<file path="config.mk">
export PLATFORM = sky130hd
export DESIGN_NAME = reset_sequencer
export DESIGN_NICKNAME = d
export VERILOG_FILES = /design/src/rtl/reset_seq_pkg.sv /design/src/rtl/reset_seq_key_debounce.sv /design/src/rtl/reset_sequencer.sv
export SDC_FILE = /design/constraint.sdc
export NUM_CORES = 1
export LEC_CHECK = 0
export CAP_MARGIN = 10
export CORE_MARGIN = 3
export CORE_UTILIZATION = 36
export CTS_CLUSTER_SIZE = 16
export DETAILED_ROUTE_END_ITERATION = 10
export HOLD_SLACK_MARGIN = 0.06
export MAX_ROUTING_LAYER = met4
export PLACE_DENSITY = 0.56
export SETUP_SLACK_MARGIN = 0.5
export SLEW_MARGIN = 20
export SYNTH_ARGS = -nofsm -noshare
export SYNTH_HDL_FRONTEND = slang
export SYNTH_HIERARCHICAL = 1
export SYNTH_SLANG_ARGS = --single-unit
export TNS_END_PERCENT = 1
</file>
<file path="constraint.sdc">
create_clock -name clk -period 2.9 [get_ports clk]
set_clock_uncertainty 0.05 [all_clocks]
set_input_delay 0.435 -clock clk [delete_from_list [all_inputs] [get_ports clk]]
set_output_delay 0.435 -clock clk [all_outputs]
set_load 0.005 [all_outputs]
</file>
<file path="src/rtl/reset_seq_pkg.sv">
// Shared types and constants for the staggered domain reset sequencer.
package reset_seq_pkg;

  typedef enum logic [1:0] {
    HOLD    = 2'd0,
    RELEASE = 2'd1,
    RUN     = 2'd2
  } state_t;

  localparam logic [1:0] CAUSE_POR  = 2'b00;
  localparam logic [1:0] CAUSE_KEY  = 2'b01;
  localparam logic [1:0] CAUSE_SOFT = 2'b10;

  // Counter width able to hold the largest of the three hold/gap lengths.
  function automatic int cnt_width(input int a, input int b, input int c);
    int m;
    m = (a > b) ? a : b;
    m = (m > c) ? m : c;
    return $clog2(m + 1);
  endfunction

endpackage

</file>
<file path="src/rtl/reset_seq_key_debounce.sv">
// Pushbutton synchroniser and debouncer; pulses press_evt once per accepted press.
module key_debounce
  import reset_seq_pkg::*;
#(
  parameter int DEBOUNCE_CYCLES = 500000
) (
  input  logic clk,
  input  logic reset,
  input  logic key_n,
  output logic press_evt
);

  localparam int DB_W = $clog2(DEBOUNCE_CYCLES + 1);
  localparam logic [DB_W-1:0] DB_LAST = DB_W'(DEBOUNCE_CYCLES - 1);

  logic            sync1_q, sync2_q, stable_q, evt_q;
  logic [DB_W-1:0] db_cnt_q;

  always_ff @(posedge clk) begin
    if (reset) begin
      sync1_q  <= 1'b1;
      sync2_q  <= 1'b1;
      stable_q <= 1'b1;
      db_cnt_q <= '0;
      evt_q    <= 1'b0;
    end else begin
      sync1_q <= key_n;
      sync2_q <= sync1_q;
      evt_q   <= 1'b0;
      if (sync2_q != stable_q) begin
        if (db_cnt_q == DB_LAST) begin
          stable_q <= sync2_q;
          db_cnt_q <= '0;
          // Only the press (falling) edge is reported.
          evt_q    <= ~sync2_q;
        end else begin
          db_cnt_q <= db_cnt_q + DB_W'(1);
        end
      end else begin
        db_cnt_q <= '0;
      end
    end
  end

  assign press_evt = evt_q;

endmodule

</file>
<file path="src/rtl/reset_sequencer.sv">
// Power-on / re-arm reset generator releasing NUM_CH active-low domain resets in order.
//   state   | meaning
//   HOLD    | all domains held in reset for hold_len cycles
//   RELEASE | domains released one at a time, STAGE_GAP cycles apart
//   RUN     | all domains released, waiting for a re-reset request
module reset_sequencer
  import reset_seq_pkg::*;
#(
  parameter int NUM_CH          = 4,
  parameter int POR_CYCLES      = 1000000,
  parameter int REARM_CYCLES    = 50000,
  parameter int STAGE_GAP       = 1000,
  parameter int DEBOUNCE_CYCLES = 500000
) (
  input  logic              clk,
  input  logic              reset,
  input  logic              key_n,
  input  logic              soft_req,
  output logic [NUM_CH-1:0] rst_n,
  output logic              done,
  output logic [1:0]        last_cause
);

  localparam int CNT_W = cnt_width(POR_CYCLES, REARM_CYCLES, STAGE_GAP);
  localparam int IDX_W = (NUM_CH > 1) ? $clog2(NUM_CH) : 1;
  localparam logic [CNT_W-1:0] POR_LEN   = CNT_W'(POR_CYCLES);
  localparam logic [CNT_W-1:0] REARM_LEN = CNT_W'(REARM_CYCLES);
  localparam logic [CNT_W-1:0] GAP_LAST  = CNT_W'(STAGE_GAP - 1);
  localparam logic [IDX_W-1:0] IDX_LAST  = IDX_W'(NUM_CH - 1);

  state_t            state_q, state_d;
  logic [CNT_W-1:0]  hold_len_q, hold_len_d;
  logic [CNT_W-1:0]  cnt_q, cnt_d;
  logic [IDX_W-1:0]  idx_q, idx_d, idx_nxt;
  logic [NUM_CH-1:0] rst_n_q, rst_n_d;
  logic              done_q, done_d;
  logic [1:0]        cause_q, cause_d;
  logic              key_evt;

  key_debounce #(.DEBOUNCE_CYCLES(DEBOUNCE_CYCLES)) u_key_debounce (
    .clk      (clk),
    .reset    (reset),
    .key_n    (key_n),
    .press_evt(key_evt)
  );

  always_ff @(posedge clk) begin
    if (reset) begin
      state_q    <= HOLD;
      hold_len_q <= POR_LEN;
      cnt_q      <= '0;
      idx_q      <= '0;
      rst_n_q    <= '0;
      done_q     <= 1'b0;
      cause_q    <= CAUSE_POR;
    end else begin
      state_q    <= state_d;
      hold_len_q <= hold_len_d;
      cnt_q      <= cnt_d;
      idx_q      <= idx_d;
      rst_n_q    <= rst_n_d;
      done_q     <= done_d;
      cause_q    <= cause_d;
    end
  end

  always_comb begin
    state_d    = state_q;
    hold_len_d = hold_len_q;
    cnt_d      = cnt_q;
    idx_d      = idx_q;
    rst_n_d    = rst_n_q;
    done_d     = done_q;
    cause_d    = cause_q;
    idx_nxt    = idx_q + IDX_W'(1);

    if (key_evt || soft_req) begin
      // Key wins over soft when both arrive together.
      state_d    = HOLD;
      hold_len_d = REARM_LEN;
      cnt_d      = '0;
      idx_d      = '0;
      rst_n_d    = '0;
      done_d     = 1'b0;
      cause_d    = key_evt ? CAUSE_KEY : CAUSE_SOFT;
    end else begin
      case (state_q)
        HOLD: begin
          if (cnt_q == hold_len_q - CNT_W'(1)) begin
            cnt_d      = '0;
            idx_d      = '0;
            rst_n_d[0] = 1'b1;
            if (NUM_CH == 1) begin
              state_d = RUN;
              done_d  = 1'b1;
            end else begin
              state_d = RELEASE;
            end
          end else begin
            cnt_d = cnt_q + CNT_W'(1);
          end
        end
        RELEASE: begin
          if (cnt_q == GAP_LAST) begin
            cnt_d = '0;
            idx_d = idx_nxt;
            for (int k = 1; k < NUM_CH; k++) begin
              if (k == int'(idx_nxt)) rst_n_d[k] = 1'b1;
            end
            if (idx_nxt == IDX_LAST) begin
              state_d = RUN;
              done_d  = 1'b1;
            end
          end else begin
            cnt_d = cnt_q + CNT_W'(1);
          end
        end
        RUN: ;
        default: state_d = HOLD;
      endcase
    end
  end

  assign rst_n      = rst_n_q;
  assign done       = done_q;
  assign last_cause = cause_q;

endmodule

</file>
==> results.py <==
metrics = {
    "grt": {
        "grt_use_met2_pct": 19.9,
        "grt_pass1_vias": 1853,
        "grt_pass1_wl_mm": 8.12,
        "use_met1_pct": 14.8,
        "grt_start_max_net_pins": 20,
        "antenna_found_initial": 0,
        "grt-busiest-layer": "met2",
        "met3_usage_pct": 2.76,
        "grt_usage_pct": 12.3,
        "grt-ovfl-total": 0,
    },
    "placement": {
        "dpl_cell_area_mm2": 0.00273,
        "hpwl_mm": 3.21,
        "io_buffers": 10,
        "place_congestion": 0.755,
    },
    "critical_path": {
        "cp_data_required_time_ps": 3060,
        "startpoint_type": "flip-flop",
        "ff2ff_setup_slack_ps": 550,
        "crit_type": "flip-flop to flip-flop",
        "ff2ff_path_depth": 7,
        "critPathCaptureType": "flip-flop",
        "worstPathMaxFanout": 6,
        "crit_arrival_ps": 2510,
        "worstReg2RegStart": "cnt_q[0]",
        "r2r_end": "cnt_q[15]",
    },
    "logic_synthesis": {
        "synthesis.nets": 295,
        "syn_area_mm2": 0.00255,
        "ys_seq_elements": 55,
        "synth-edff-count": 0,
        "avgSynthCellArea_um2": 8.92,
        "yosys.area.top_type": "dfxtp_1",
        "yosys.area.top_type_share_pct": 43.1,
        "synthArstFlopShare_pct": 0,
        "synthFlopType": "dfxtp_1",
        "netlist_instances": 286,
        "ys.warnings.count": 6,
        "ys_seq_area_share_pct": 43.1,
        "ys_types": 47,
        "netlist_top_cells_area": "dfxtp_1 (43%), nor2_1 (6.5%), xnor2_1 (6.2%), xor2_1 (5.1%), nand3_1 (3.5%)",
    },
    "sta": {
        "min_period_over_period_pct": 81.1,
        "relSlewSlack_pct": 63.5,
        "post-route-min-period_ps": 2350,
        "holdWs_ps": 376,
        "fin_tns_setup_ps": 0,
        "final-hold-violation-count": 0,
        "finalMaxSlewViolations": 0,
        "rsz0062_at_grt": "true",
        "worstMarginPinSlew_ps": 542,
        "fmax_mhz": 425,
        "setup_viol": 0,
    },
    "clocking": {
        "clk_path_buf_depth": 2,
        "cts_max_level": 2,
        "cts_root_buffer": "clkbuf_8",
        "cts_hold_buf": 0,
        "clk_latency_ps": 310,
        "clock_sinks": 55,
        "cts_tree": "built",
        "cts_made_buffers": 5,
        "clkTransAtPathRegs_ps": 90,
    },
    "route": {
        "vias": 1907,
        "remaining_drc_errors": 0,
        "avgViaCountPerCell": 4.78,
        "drt_pass1_iterations": 4,
        "antenna_left": 0,
        "wl_per_cell_um": 11.4,
        "drtIter0Drc": 58,
        "totalWireLength_mm": 4.56,
    },
    "floorplan": {
        "pin_count": 11,
        "rows": 30,
        "initial_core_util_pct": 37.4,
        "die_area_mm2": 0.00814,
        "die_x_um": 90.2,
        "die_y_um": 90.2,
        "core_mm2": 0.00683,
    },
    "worst_hold_path": {
        "hold_path_end": "u_key_debounce/sync2_q",
        "holdPathStages": 1,
        "min_path_type": "flip-flop to flip-flop",
        "worst_hold_startpoint": "u_key_debounce/sync1_q",
    },
    "status": {
        "status": "finished, final reports clean",
    },
    "final_layout": {
        "mostFrequentLayoutCells": "dfxtp_1 (52), nor2_1 (44), nand2_1 (21)",
        "finalInstanceArea_mm2": 0.00291,
        "syn2layout_area_growth_pct": 13.9,
        "nNetsFinal": 312,
        "final_common_cell": "dfxtp_1",
        "layout-drive-gt1-share_pct": 13.9,
        "final.fill_count": 706,
        "diodes": 0,
    },
    "power": {
        "p_per_area_mw_per_mm2": 448,
        "leakagePower_nw": 0.892,
        "ir_drop_mv": 0.272,
    },
    "run": {
        "cap_violations": 0,
    },
}
state kept, by name (all words and copies together), names as in the netlist:
name	count
state_q	2
u_key_debounce/stable_q	1
u_key_debounce/press_evt	1
cnt_q	20
last_cause	2
rst_n	4
u_key_debounce/db_cnt_q	19
idx_q	2
u_key_debounce/sync1_q	1
u_key_debounce/sync2_q	1
hold_len_q	2
cell usage after synthesis (2+ instances only):
| master | instances |
|---|---|
| dfxtp_1 | 55 |
| nor2_1 | 44 |
| nand2_1 | 21 |
| nand3_1 | 18 |
| xnor2_1 | 18 |
| xor2_1 | 15 |
| a21oi_1 | 13 |
| inv_1 | 13 |
| nor2_2 | 11 |
| nand4_1 | 8 |
| nor3_1 | 7 |
| nor4_1 | 7 |
| ha_1 | 5 |
| and3_1 | 3 |
| nor2b_1 | 3 |
| or2_2 | 3 |
| or4_1 | 3 |
| or4b_1 | 3 |
| and4_1 | 2 |
| clkbuf_8 | 2 |
| nand4b_1 | 2 |
| o21ai_0 | 2 |
| or2b_2 | 2 |
| or3_1 | 2 |
| or4_4 | 2 |
cell families (layout without fill, tap and decap cells):
family | Yosys count | count (layout) | synth area share, %
AO/OA/AOI/OAI | 21 | 21 | 5.10
flip-flops | 55 | 55 | 43.1
AND/OR/NAND/NOR | 151 | 151 | 32.5
multiplexers | 2 | 2 | 0.833
buffers and inverters | 19 | 36 | 4.66
XOR/XNOR | 33 | 33 | 11.3
adder cells (fa/ha/maj) | 5 | 5 | 2.45
timing repair:
action                     4_1_cts  5_1_grt
gates resized for setup          0        6
pin swaps                        0        0
setup buffers                    2        0
gates cloned                     0        1
setup endpoints to repair       19       20
per-stage QoR:
stage	util (%)	instances	worst slack [ps]	power, W
final	42.6	399	548	0.00130
after detailed placement	39.9	389	454	0.000818
after global placement	39.9	389	502	0.000817
after floorplan	-	286	606	0.000807
after global routing	42.6	399	490	0.00136
after CTS	42.0	398	495	0.00132
area by class of cell:
type | instances | area [um2] | area share [%]
Multi-Input combinational cell | 212 | 1340 | 45.9
Sequential cell | 55 | 1110 | 38.2
Timing Repair Buffer | 16 | 188 | 6.45
Tap cell | 96 | 120 | 4.13
Clock buffer | 5 | 68.8 | 2.37
Inverter | 13 | 48.8 | 1.68
Clock inverter | 2 | 37.5 | 1.29
critical path, cell delays in order (launching register included):
cell and delay, ps:
dfxtp_4 380, ha_2 200, or2b_2 310, or4_4 550, or3_4 410, nand3b_4 140, clkbuf_16 170, nor2_2 40
where the power goes:
| group | internal [W] | switching (W) |
|---|---|---|
| clock | 0.000253 | 0.000242 |
| combinational | 0.0000239 | 0.0000203 |
| sequential | 0.000760 | 0.00000517 |
| total | 0.00104 | 0.000267 |
per-layer routing:
| layer | up-vias | part of all wire, % |
|---|---|---|
| li1 | 1014 | - |
| met1 | 876 | 50 |
| met2 | 11 | 47 |
| met3 | 6 | 2.0 |
| met4 | 0 | 1.5 |
| met5 | - | 0 |
worst max-delay path by stage:
stage,end,depth (start not counted),slack [ps],from
floorplan,cnt_q[10],7,610,cnt_q[0]
global placement,cnt_q[7],6,500,cnt_q[0]
detailed placement,cnt_q[5],6,450,cnt_q[0]
CTS,cnt_q[9],7,490,cnt_q[0]
global route,cnt_q[15],7,490,cnt_q[0]
finish,cnt_q[15],7,550,cnt_q[0]
No activity file was read; power rests on OpenSTA's default activity.
